File: src/rtl/gds_decoder.sv
// GDS wave decoder: correlates one bit per QMOD frame against a square
// template, assembles words LSB first, and tracks lock and error counts.
module gds_decoder #(
  parameter int CORR_LEN = 40,
  parameter int THRESH   = 8,
  parameter int WAVE     = 8,
  parameter logic [WAVE-1:0] EXP_SEQ = WAVE'(8'b0101_0101),
  parameter int TIMEOUT  = 200
) (
  input  logic            clk,
  input  logic            reset,
  input  logic            GDS,
  input  logic            QMOD,
  output logic            bit_valid,
  output logic            bit_out,
  output logic            byte_valid,
  output logic [WAVE-1:0] byte_out,
  output logic            lock,
  output logic            frame_err,
  output logic            timeout,
  output logic [15:0]     err_cnt
);

  localparam int IW = (WAVE > 1) ? $clog2(WAVE) : 1;
  localparam logic [6:0] HI = 7'(CORR_LEN - THRESH);
  localparam logic [6:0] LO = 7'(THRESH);
  localparam logic [6:0] LAST = 7'(CORR_LEN - 1);
  localparam logic [IW-1:0] IDX_LAST = IW'(WAVE - 1);
  localparam logic [15:0] TMAX = 16'(TIMEOUT);

  typedef enum logic [1:0] {
    IDLE,
    CORR,
    DECIDE,
    WAIT_END
  } state_t;

  state_t state_q, state_d;

  logic g_q, q_q, qp_q;
  logic blk_q, blk_d;
  logic [6:0] cnt_q, cnt_d;
  logic [6:0] m1_q, m1_d;
  logic [IW-1:0] idx_q, idx_d;
  logic [WAVE-1:0] asm_q, asm_d;
  logic [WAVE-1:0] byte_q, byte_d;
  logic bpend_q, bpend_d;
  logic [15:0] tcnt_q, tcnt_d;
  logic tdone_q, tdone_d;
  logic bv_q, bv_d;
  logic bo_q, bo_d;
  logic byv_q, byv_d;
  logic lock_q, lock_d;
  logic ferr_q, ferr_d;
  logic tmo_q, tmo_d;
  logic [15:0] err_q, err_d;

  logic fstart, hit, tfire, err_inc;
  logic bit_val, bit_ok;

  always_comb begin
    // blk_q masks a frame already in flight when reset was released
    fstart  = q_q & ~qp_q & ~blk_q;
    hit     = (g_q == cnt_q[2]);
    tfire   = ~q_q & (tcnt_q == TMAX) & ~tdone_q & ~fstart;
    bit_val = (m1_q >= HI);
    bit_ok  = bit_val | (m1_q <= LO);

    state_d = state_q;
    blk_d   = blk_q & q_q;
    cnt_d   = cnt_q;
    m1_d    = m1_q;
    idx_d   = idx_q;
    asm_d   = asm_q;
    byte_d  = byte_q;
    bpend_d = 1'b0;
    tdone_d = tdone_q;
    bv_d    = 1'b0;
    bo_d    = bo_q;
    byv_d   = 1'b0;
    lock_d  = lock_q;
    ferr_d  = 1'b0;
    tmo_d   = 1'b0;
    err_inc = 1'b0;

    if (q_q) tcnt_d = '0;
    else if (tcnt_q == TMAX) tcnt_d = tcnt_q;
    else tcnt_d = tcnt_q + 16'd1;

    if (bpend_q) begin
      byv_d  = 1'b1;
      byte_d = asm_q;
      if (asm_q == EXP_SEQ) begin
        lock_d = 1'b1;
      end else begin
        lock_d  = 1'b0;
        err_inc = 1'b1;
      end
    end

    unique case (state_q)
      IDLE: begin
        if (fstart) begin
          state_d = CORR;
          cnt_d   = 7'd1;
          m1_d    = {6'b0, ~g_q};
          tdone_d = 1'b0;
        end
      end
      CORR: begin
        if (!q_q) begin
          state_d = IDLE;
          ferr_d  = 1'b1;
          err_inc = 1'b1;
          idx_d   = '0;
          lock_d  = 1'b0;
        end else begin
          m1_d  = m1_q + {6'b0, hit};
          cnt_d = cnt_q + 7'd1;
          if (cnt_q == LAST) state_d = DECIDE;
        end
      end
      DECIDE: begin
        state_d = WAIT_END;
        if (bit_ok) begin
          bv_d         = 1'b1;
          bo_d         = bit_val;
          asm_d[idx_q] = bit_val;
          if (idx_q == IDX_LAST) begin
            idx_d   = '0;
            bpend_d = 1'b1;
          end else begin
            idx_d = idx_q + 1'b1;
          end
        end else begin
          ferr_d  = 1'b1;
          err_inc = 1'b1;
          idx_d   = '0;
          lock_d  = 1'b0;
        end
      end
      WAIT_END: begin
        if (!q_q) state_d = IDLE;
      end
      default: state_d = IDLE;
    endcase

    if (tfire) begin
      tdone_d = 1'b1;
      tmo_d   = 1'b1;
      err_inc = 1'b1;
      idx_d   = '0;
      lock_d  = 1'b0;
    end

    if (err_inc && err_q != 16'hFFFF) err_d = err_q + 16'd1;
    else err_d = err_q;
  end

  always_ff @(posedge clk) begin
    g_q <= GDS;
    q_q <= QMOD;
  end

  always_ff @(posedge clk) begin
    if (!reset) begin
      state_q <= IDLE;
      qp_q    <= 1'b0;
      blk_q   <= 1'b1;
      cnt_q   <= '0;
      m1_q    <= '0;
      idx_q   <= '0;
      asm_q   <= '0;
      byte_q  <= '0;
      bpend_q <= 1'b0;
      tcnt_q  <= '0;
      tdone_q <= 1'b0;
      bv_q    <= 1'b0;
      bo_q    <= 1'b0;
      byv_q   <= 1'b0;
      lock_q  <= 1'b0;
      ferr_q  <= 1'b0;
      tmo_q   <= 1'b0;
      err_q   <= '0;
    end else begin
      state_q <= state_d;
      qp_q    <= q_q;
      blk_q   <= blk_d;
      cnt_q   <= cnt_d;
      m1_q    <= m1_d;
      idx_q   <= idx_d;
      asm_q   <= asm_d;
      byte_q  <= byte_d;
      bpend_q <= bpend_d;
      tcnt_q  <= tcnt_d;
      tdone_q <= tdone_d;
      bv_q    <= bv_d;
      bo_q    <= bo_d;
      byv_q   <= byv_d;
      lock_q  <= lock_d;
      ferr_q  <= ferr_d;
      tmo_q   <= tmo_d;
      err_q   <= err_d;
    end
  end

  assign bit_valid  = bv_q;
  assign bit_out    = bo_q;
  assign byte_valid = byv_q;
  assign byte_out   = byte_q;
  assign lock       = lock_q;
  assign frame_err  = ferr_q;
  assign timeout    = tmo_q;
  assign err_cnt    = err_q;

endmodule

File: config.mk
export PLATFORM = sky130hd
export DESIGN_NAME = gds_decoder
export DESIGN_NICKNAME = d
export VERILOG_FILES = /design/src/rtl/gds_decoder.sv
export SDC_FILE = /design/constraint.sdc
export NUM_CORES = 1
export LEC_CHECK = 0
export ABC_CLOCK_PERIOD_IN_PS = 2300
export CORE_MARGIN = 3
export CORE_UTILIZATION = 51
export DETAILED_ROUTE_END_ITERATION = 12
export GPL_TIMING_DRIVEN = 0
export PLACE_DENSITY = 0.74
export SYNTH_ARGS = -nofsm -noshare
export SYNTH_HDL_FRONTEND = slang
export SYNTH_SLANG_ARGS = --single-unit
File: constraint.sdc
create_clock -name clk -period 2.3 [get_ports clk]
set_input_delay 0.345 -clock clk [delete_from_list [all_inputs] [get_ports clk]]
set_output_delay 0.345 -clock clk [all_outputs]
set_load 0.05 [all_outputs]
==> results of run 1 <==
[state kept, by name, summed over array words and instances, names as in the netlist, 3 cells and up, named ones only]
signal,cells
asm_q,8
byte_out,8
cnt_q,7
err_cnt,16
idx_q,3
m1_q,7
tcnt_q,16
[final timing paths]
| path | slack [ns] | start | endpoint | cells past startpoint |
|---|---|---|---|---|
| max | 0.05 | tcnt_q[0]$_SDFFE_PP0P_ | err_cnt[11]$_SDFFE_PN0P_ | 8 |
| min | 0.44 | QMOD | q_q$_DFF_P_ | 1 |
| max reg2reg | 0.05 | tcnt_q[0]$_SDFFE_PP0P_ | err_cnt[11]$_SDFFE_PN0P_ | 8 |
| min reg2reg | 0.48 | tdone_q$_SDFFE_PN0P_ | tdone_q$_SDFFE_PN0P_ | 2 |
[synth_stat cells (7+ instances only)]
library cell | n | area share, %
ha_1 | 12 | 4.2
or3_1 | 7 | 1.2
nand3_1 | 14 | 2.0
nor2_1 | 63 | 6.6
and3_1 | 8 | 1.4
a21oi_1 | 23 | 3.2
nand2_1 | 46 | 4.9
xnor2_1 | 7 | 1.7
mux2i_1 | 23 | 6.5
dfxtp_1 | 79 | 44
clkbuf_1 | 8 | 0.84
nor3_1 | 7 | 0.98
nand2b_1 | 11 | 1.9
nand4_1 | 12 | 2.1
xor2_1 | 14 | 3.4
o21ai_0 | 12 | 1.7
[metal layers]
| metal | wire [um] | GRT usage [%] | vias up |
|---|---|---|---|
| met3 | 267 | 4.79 | 12 |
| li1 | - | - | 1521 |
| met1 | 3490 | 24.1 | 1392 |
| met2 | 3500 | 31.4 | 52 |
| met4 | 108 | 6.09 | 0 |
| met5 | 0 | 0 | - |
[report_power, final]
group | switching (mW) | leakage, nW | total, mW | internal (mW)
clock | 0.492 | 0.112 | 1.13 | 0.637
sequential | 0.0203 | 0.640 | 1.41 | 1.39
combinational | 0.143 | 0.840 | 0.236 | 0.0932
[critical path: cells and delay by family (launching register included)]
| kind | cells | cell delay (ns) |
|---|---|---|
| AOI/OAI and AO/OA | 2 | 0.38 |
| adders and majority gates | 1 | 0.14 |
| buffers and inverters | 1 | 0.05 |
| DFF | 1 | 0.36 |
| and+or+nand+nor | 4 | 1.25 |
[cell type report]
cell class,count,area (sq um)
clock buffer,10,138
multi-input combinational,305,1960
sequential,79,1590
fill,569,2190
tap,93,116
inverter,6,22.5
buffer,14,66.3
clock inverter,5,82.6
timing repair buffer,42,398
[logic make-up after synthesis]
logic type	Yosys count	share of synthesized area [%]
fa+ha+maj	12	4.22
simple gates	194	27.3
xor+xnor	21	5.17
buf+inv	22	2.64
mux	23	6.47
compound gates	55	9.81
flops	79	44.4
[metrics by stage]
step	setup TNS, ns	hold WS (ns)	total power [mW]	utilization (%)
after floorplan	0	0.373	1.58	-
after global placement	-1.17	0.440	1.63	61.0
after detailed placement	-2.12	0.461	1.63	61.0
after CTS	-0.00803	0.425	2.77	64.8
after global routing	-0.126	0.420	2.87	66.6
final	0	0.436	2.77	66.6
[what timing repair did]
item | in CTS | in global routing
endpoints found under the hold margin | 0 | 0
pin swaps | 1 | 4
hold buffers | 0 | 0
cloned | 0 | 0
setup endpoints to repair | 18 | 16
resized for setup | 7 | 15
buffers inserted | 1 | 8
==> out/summary.txt, run 1 <==
Worst path slowest cell: or4_1
max_cap viols: 0
NumNets Final: 473
Post-DP HPWL: 5.10 mm
Setup crit end kind: flip-flop
clk sinks: 79
Iter 0 DRT Violations: 97
pin count of the biggest net entering global routing: 14
vias in the first global route: 2658
Worst-path clk slew: 0.08 ns
port bufs: 33
post-route cell area: 0.00437 sq mm
Avg Inst Size Synth: 8.77 sq um
Ports: 34
DR WL/cell: 13.3 um
most common cell after layout, fill and taps aside: dfxtp_1
core area: 0.00657 sq mm
DRT Wirelength: 7.37 mm
Placed Instances: 532
Slew Limit Fails: 0
peak supply drop: 432 uV
first-pass GRT wire length: 12.0 mm
TritonCTS clock tree: done
Seq/Total Area, Yosys: 44.4%
skew final: 0.0126 ns
min cycle time layout: 2.25 ns
Arr. time, crit path: 2.53 ns
Place WS: -0.279 ns
type of the tightest min-delay check: in -> reg
most frequent cells in the layout: 76 x dfxtp_1, 63 x nor2_1, 46 x nand2_1
Placement Cell Area: 0.00401 sq mm
Slew HR: 48.7%
Final Non-Filler Cells: 554
crit-path max cell delay: 0.47 ns
initial antenna violation count: 0
asr flop ratio synth: 0%
gr usage total: 19.0%
Fin. Hold Viols: 0
DIE HEIGHT: 89.5 um
final setup vio count: 0
Root Driver: clkbuf_8
Die ar.: 0.00802 sq mm
worst skew pair latency: 0.35 ns
Core Rows: 29
antenna cells: 0
fmax: 444 MHz
synthesized net count: 422
Ys Warns: 0
RSZ-0062 raised after global routing: true
Max Root-Sink Buffers: 2
TritonCTS Buffers: 9
CP Launch Type: flip-flop
Worst-Margin Slew: 0.765 ns
detailed-router iteration count before antenna repair: 4
Post-synth EDFFs: 0
Max FO, Critical Path: 8
Placer Congestion: 0.829
layout cells sized above 1: 11.5%
fin worst setup slack: 0.0489 ns
Starting Density: 54.2%
post-synthesis cell count: 406
post-synth cell types: 48
Synth Flop Type: dfxtp_1
Vias/cell: 5.37
Synth Cell Area: 0.00356 sq mm
Remaining DRCs: 0
FF+latch count, synth: 79
Horiz. Die Dim: 89.5 um
WS Path Type: reg -> reg
Final Cycle Share: 97.9%
H-tree depth: 3
Power Density: 634 mW/mm^2
routed vias: 2977
Critical Path RT: 2.58 ns
Routed Antenna Nets: 0
GRT overflow: 0
status: finished, final reports clean
critical-path cell list: inv_1, ha_1, nor3b_4, nand4_2, or3_4, a21o_4, or4_1, a21oi_1
area delta synth->final: 22.8%
Lkg Pwr: 1.59 nW
Note: power is estimated with default switching activity, not from simulation.
==> run 2: changes to the inputs <==
- CORE_UTILIZATION: 51 -> 25
- PLACE_DENSITY: 0.74 -> 0.42
==> run 2 against run 1 <==
Compared with the run above: utilization decreased by 32 points; first-iteration DRC count up 63%; die area grew 96%; register-to-register slack better by 0.05 ns; global-route usage shrank 8.0 points; critical path type unchanged; critical endpoint unchanged; largest cell class unchanged.
==> out/summary.txt, run 2 (same netlist as run 1, synthesis figures left out) <==
status: finished, final reports clean
TritonCTS clock tree: done
Critical Path RT: 2.56 ns (-0.02 ns)
gr usage total: 11.0% (-8.0 points)
max_cap viols: 0 (unchanged)
final setup vio count: 0 (unchanged)
WP buf/inv: 1 (unchanged)
CP delay by family, top: simple AND/OR/NAND/NOR gates
Root Driver: clkbuf_16
Placed Instances: 615 (+16%)
DRT Wirelength: 8.34 mm (+13%)
routed vias: 2969 (-0.27%)
final setup TNS: 0 ns (unchanged)
hold path start: QMOD
detailed-router iteration count before antenna repair: 4 (unchanged)
Arr. time, crit path: 2.46 ns (-0.07 ns)
most frequent cells in the layout: 75 x dfxtp_1, 62 x nor2_1, 46 x nand2_1
crit-path max cell delay: 0.46 ns (about the same)
Horiz. Die Dim: 125 um (+40%)
Worst path slowest cell: or4_1
first-pass GRT wire length: 14.3 mm (+19%)
Ports: 34 (unchanged)
Slew Limit Fails: 0 (unchanged)
Routed Antenna Nets: 0 (unchanged)
hold path depth: 1 (unchanged)
Remaining DRCs: 0 (unchanged)
count of hold-fix buffers inserted at cts: 0 (unchanged)
WS Path Type: reg -> reg
Pwr Total: 3.12 mW (+12%)
RSZ-0062 raised after global routing: false
Worst Setup SP: state_q[0]$_SDFFE_PN0P_
Power Density: 671 mW/mm^2 (+5.9%)
core area: 0.0136 sq mm (+110%)
Worst Reg-to-Reg Cells: 8 (unchanged)
Core Rows: 42 (+45%)
antenna cells: 0 (unchanged)
layout cells sized above 1: 13.5% (+2.1 points)
TritonCTS Buffers: 9 (unchanged)
worst skew pair latency: 0.33 ns (-0.02 ns)
post-layout util: 34.2% (-32 points)
pin count of the biggest net entering global routing: 14 (unchanged)
Final Non-Filler Cells: 641 (+16%)
clk sinks: 79 (unchanged)
Max Root-Sink Buffers: 2 (unchanged)
r2r startpoint: state_q[0]$_SDFFE_PN0P_
peak supply drop: 271 uV (-37%)
Slew HR: 44.7% (-4.0 points)
CP Launch Type: flip-flop
Die ar.: 0.0157 sq mm (+96%)
Post-DP HPWL: 5.74 mm (+12%)
Worst-path clk slew: 0.06 ns (-0.02 ns)
Worst-Margin Slew: 0.825 ns (+0.0599 ns)
Vias/cell: 4.63 (-14%)
Setup crit end kind: flip-flop
port bufs: 33 (unchanged)
Iter 0 DRT Violations: 158 (+63%)
Worst Hold Endpoint: q_q$_DFF_P_
Placer Congestion: 0.753 (-9.2%)
DR WL/cell: 13.0 um (-2.2%)
area delta synth->final: 30.4%
fmax: 455 MHz (+2.4%)
Final Cycle Share: 95.6% (-2.3 points)
GRT overflow: 0 (unchanged)
FF-to-FF setup slack: 0.10 ns (+0.05 ns)
r2r endpoint: err_cnt[11]$_SDFFE_PN0P_
Fin. Hold Viols: 0 (unchanged)
critical-path cell list: inv_2, ha_4, nand2_1, nor4_4, a311oi_4, a21o_4, or4_1, a21oi_1
Lkg Pwr: 1.64 nW (+2.9%)
DIE HEIGHT: 125 um (+40%)
type of the tightest min-delay check: in -> reg
vias in the first global route: 2882 (+8.4%)
initial antenna violation count: 0 (unchanged)
NumNets Final: 476 (+0.63%)
skew final: 0.00932 ns (-0.00325 ns)
min cycle time layout: 2.20 ns (-0.0518 ns)
H-tree depth: 3 (unchanged)
Max FO, Critical Path: 6 (-2)
most common cell after layout, fill and taps aside: dfxtp_1
Starting Density: 26.3% (-28 points)
==> run 2: cell count changes in the layout (fill, tap and decap cells not counted), sizes merged <==
cell      before  now
inv            5    6
clkinvlp       0    2
buf           16   19
clkinv         4    1
bufinv         2    1
clkbuf        17   19
==> run 2: per-layer routing <==
layer / track usage (%) / vias to the layer above / part of all wire [%]
met2: 16.9 / 40 / 44
li1: - / 1539 / -
met1: 14.9 / 1380 / 51
met3: 2.39 / 10 / 3.1
met4: 4.97 / 0 / 2.0
met5: 0 / - / 0
==> run 2: cell type report <==
cell class,count,area [sq um]
sequential,79,1590
clock inverter,4,53.8
multi-input combinational,305,2020
inverter,6,22.5
tap,176,220
fill,1445,8920
timing repair buffer,45,418
clock buffer,12,246
buffer,14,68.8
==> run 2: repair_timing <==
item | in CTS | in global routing
endpoints found under the setup margin | 18 | 20
pin swaps | 3 | 8
gates cloned | 0 | 1
buffers inserted | 7 | 4
gates resized for setup | 16 | 20
==> run 2: metrics by stage <==
stage / worst slack (ns) / hold WS [ns] / instance area, sq um
2_1_floorplan: 0.0678 / 0.373 / 3560
3_3_place_gp: -0.237 / 0.442 / 4110
3_5_place_dp: -0.276 / 0.446 / 4110
4_1_cts: -0.0260 / 0.436 / 4550
5_1_grt: 0.00769 / 0.459 / 4640
6_report: 0.101 / 0.453 / 4640
==> run 2: worst reg2reg max path, stage by stage (launching register included) <==
cell      delay (ns)
dfxtp_4         0.37
inv_2           0.07
ha_4            0.28
nand2_1         0.08
nor4_4          0.35
a311oi_4        0.11
a21o_4          0.28
or4_1           0.46
a21oi_1         0.12
==> run 2: worst max path at each step <==
stage	depth (start not counted)	slack (ns)	endpoint
global route	8	0.008	err_cnt[11]$_SDFFE_PN0P_
floorplan	9	0.07	err_cnt[11]$_SDFFE_PN0P_
finish	8	0.10	err_cnt[11]$_SDFFE_PN0P_
global placement	9	-0.24	err_cnt[13]$_SDFFE_PN0P_
detailed placement	9	-0.28	err_cnt[4]$_SDFFE_PN0P_
CTS	9	-0.03	err_cnt[11]$_SDFFE_PN0P_
==> run 2: power by group <==
group / switching, mW / internal (mW)
clock: 0.561 / 0.875
combinational: 0.156 / 0.117
sequential: 0.0197 / 1.39
==> run 3: changes to the inputs <==
- MAX_ROUTING_LAYER: not set -> met4
- REMOVE_ABC_BUFFERS: not set -> 1
==> run 3 against run 2 <==
Compared with the run above: combinational power is 7.7% lower; clock power up 8%; non-clock buffer count down 15; critical path type unchanged; critical endpoint unchanged; largest cell class unchanged.
==> out/summary.txt, run 3 (same netlist as run 1, synthesis figures left out) <==
status: finished, final reports clean
post-route cell area: 0.00463 sq mm (-0.35%)
H-tree depth: 3 (unchanged)
Starting Density: 26.3% (unchanged)
Lkg Pwr: 1.65 nW (+0.77%)
Fin. Hold Viols: 0 (unchanged)
Arr. time, crit path: 2.46 ns (about the same)
max_cap viols: 0 (unchanged)
area delta synth->final: 29.9%
worst skew pair latency: 0.34 ns (about the same)
metal3 WL: 199 um (-22%)
WL met1: 3.98 mm (-6.3%)
Slew Limit Fails: 0 (unchanged)
most frequent cells in the layout: 74 x dfxtp_1, 63 x nor2_1, 46 x nand2_1
Placement Cell Area: 0.00404 sq mm (-1.7%)
FILL cells: 1463 (+1.2%)
skew final: 0.00686 ns (-0.00245 ns)
post-layout util: 34.1% (-0.12 points)
Final Cycle Share: 95.4% (-0.21 points)
detailed-router iteration count before antenna repair: 4 (unchanged)
DRT Wirelength: 7.89 mm (-5.4%)
clk sinks: 79 (unchanged)
count of hold-fix buffers inserted at cts: 0 (unchanged)
port bufs: 33 (unchanged)
DR WL/cell: 12.6 um (-3.2%)
Ports: 34 (unchanged)
NumNets Final: 462 (-2.9%)
RSZ-0062 raised after global routing: true
Max FO, Critical Path: 5 (-1)
final setup vio count: 0 (unchanged)
core area: 0.0136 sq mm (unchanged)
first-pass GRT wire length: 13.8 mm (-3.3%)
Critical Path RT: 2.56 ns (about the same)
layout cells sized above 1: 13.7% (+0.20 points)
Worst-path clk slew: 0.06 ns (about the same)
gr usage total: 10.9% (-0.16 points)
WS Path Type: reg -> reg
DIE HEIGHT: 125 um (unchanged)
Max Root-Sink Buffers: 2 (unchanged)
Post-DP HPWL: 5.20 mm (-9.4%)
Placer Congestion: 0.709 (-5.8%)
routed vias: 2913 (-1.9%)
met2 routed WL: 3.52 mm (-3.7%)
Core Rows: 42 (unchanged)
Remaining DRCs: 0 (unchanged)
Hold WS: 0.454 ns (+0.00150 ns)
min cycle time layout: 2.19 ns (-0.00478 ns)
vias in the first global route: 2856 (-0.90%)
Horiz. Die Dim: 125 um (unchanged)
Setup crit end kind: flip-flop
Vias/cell: 4.65 (+0.30%)
most common cell after layout, fill and taps aside: dfxtp_1
initial antenna violation count: 0 (unchanged)
Highest Signal Layer: met4
Slew HR: 34.0% (-11 points)
TritonCTS Buffers: 9 (unchanged)
TritonCTS clock tree: done
CP Launch Type: flip-flop
antenna cells: 0 (unchanged)
Die ar.: 0.0157 sq mm (unchanged)
Routed Antenna Nets: 0 (unchanged)
Iter 0 DRT Violations: 117 (-26%)
pin count of the biggest net entering global routing: 36 (+22)
final setup TNS: 0 ns (unchanged)
GRT overflow: 0 (unchanged)
fmax: 456 MHz (+0.22%)
Worst-Margin Slew: 0.988 ns (+0.164 ns)
peak supply drop: 358 uV (+32%)
Power Density: 695 mW/mm^2 (+3.5%)
type of the tightest min-delay check: in -> reg
Root Driver: clkbuf_16
-- run 3: cell types whose count changed in the layout (fill, tap and decap cells not counted), sizes merged --
cell	previous run	this run
bufinv	1	2
buf	19	11
clkdlybuf4s50	33	32
clkinv	1	3
clkbuf	19	11
clkinvlp	2	1
a21o	1	2
dlymetal6s2s	0	1
inv	6	5
-- run 3: path summary, 6_finish.rpt --
path	from	end	slack, ns	depth (start not counted)
setup / recovery	tcnt_q[0]$_SDFFE_PP0P_	err_cnt[11]$_SDFFE_PN0P_	0.11	8
hold / removal	GDS	g_q$_DFF_P_	0.45	1
setup reg to reg	tcnt_q[0]$_SDFFE_PP0P_	err_cnt[11]$_SDFFE_PN0P_	0.11	8
hold reg to reg	tdone_q$_SDFFE_PN0P_	tdone_q$_SDFFE_PN0P_	0.45	2
-- run 3: worst max-delay path: stages (launching register included) --
cell	delay [ns]
dfxtp_4	0.35
inv_2	0.06
ha_4	0.11
nor3b_4	0.18
nand4_2	0.15
or3_4	0.41
a21o_4	0.24
or4_1	0.50
a21oi_1	0.12
-- run 3: through the flow --
stage	setup WS, ns	total power [mW]	instances
finish	0.105	3.22	627
global route	-0.00140	3.37	627
CTS	0.00253	3.27	627
detailed placement	-1.03	1.63	599
global placement	-1.02	1.62	599
floorplan	0.0374	1.57	390
-- run 3: repair_timing --
action / CTS / global route
cloned: 1 / 0
buffers inserted: 11 / 0
resized for setup: 23 / 14
pin swaps: 8 / 4
endpoints found under the setup margin: 51 / 24
-- run 3: routing by layer --
metal | GRT usage [%] | up-vias
met5 | - | -
met4 | 5.99 | 0
met3 | 2.26 | 15
met2 | 15.8 | 39
met1 | 14.1 | 1355
li1 | - | 1504
-- run 3: report_power, final --
group | switching, mW | internal [mW] | leakage [nW]
combinational | 0.141 | 0.109 | 0.854
clock | 0.571 | 0.980 | 0.156
sequential | 0.0249 | 1.39 | 0.641
total | 0.737 | 2.48 | 1.65
-- run 3: cell type report --
class | instances | area [sq um] | share of cell area, %
clock inverter | 5 | 81.3 | 1.76
tap | 176 | 220 | 4.76
multi-input combinational | 306 | 2040 | 44.2
clock buffer | 11 | 243 | 5.25
sequential | 79 | 1600 | 34.5
timing repair buffer | 44 | 415 | 8.98
inverter | 6 | 27.5 | 0.595
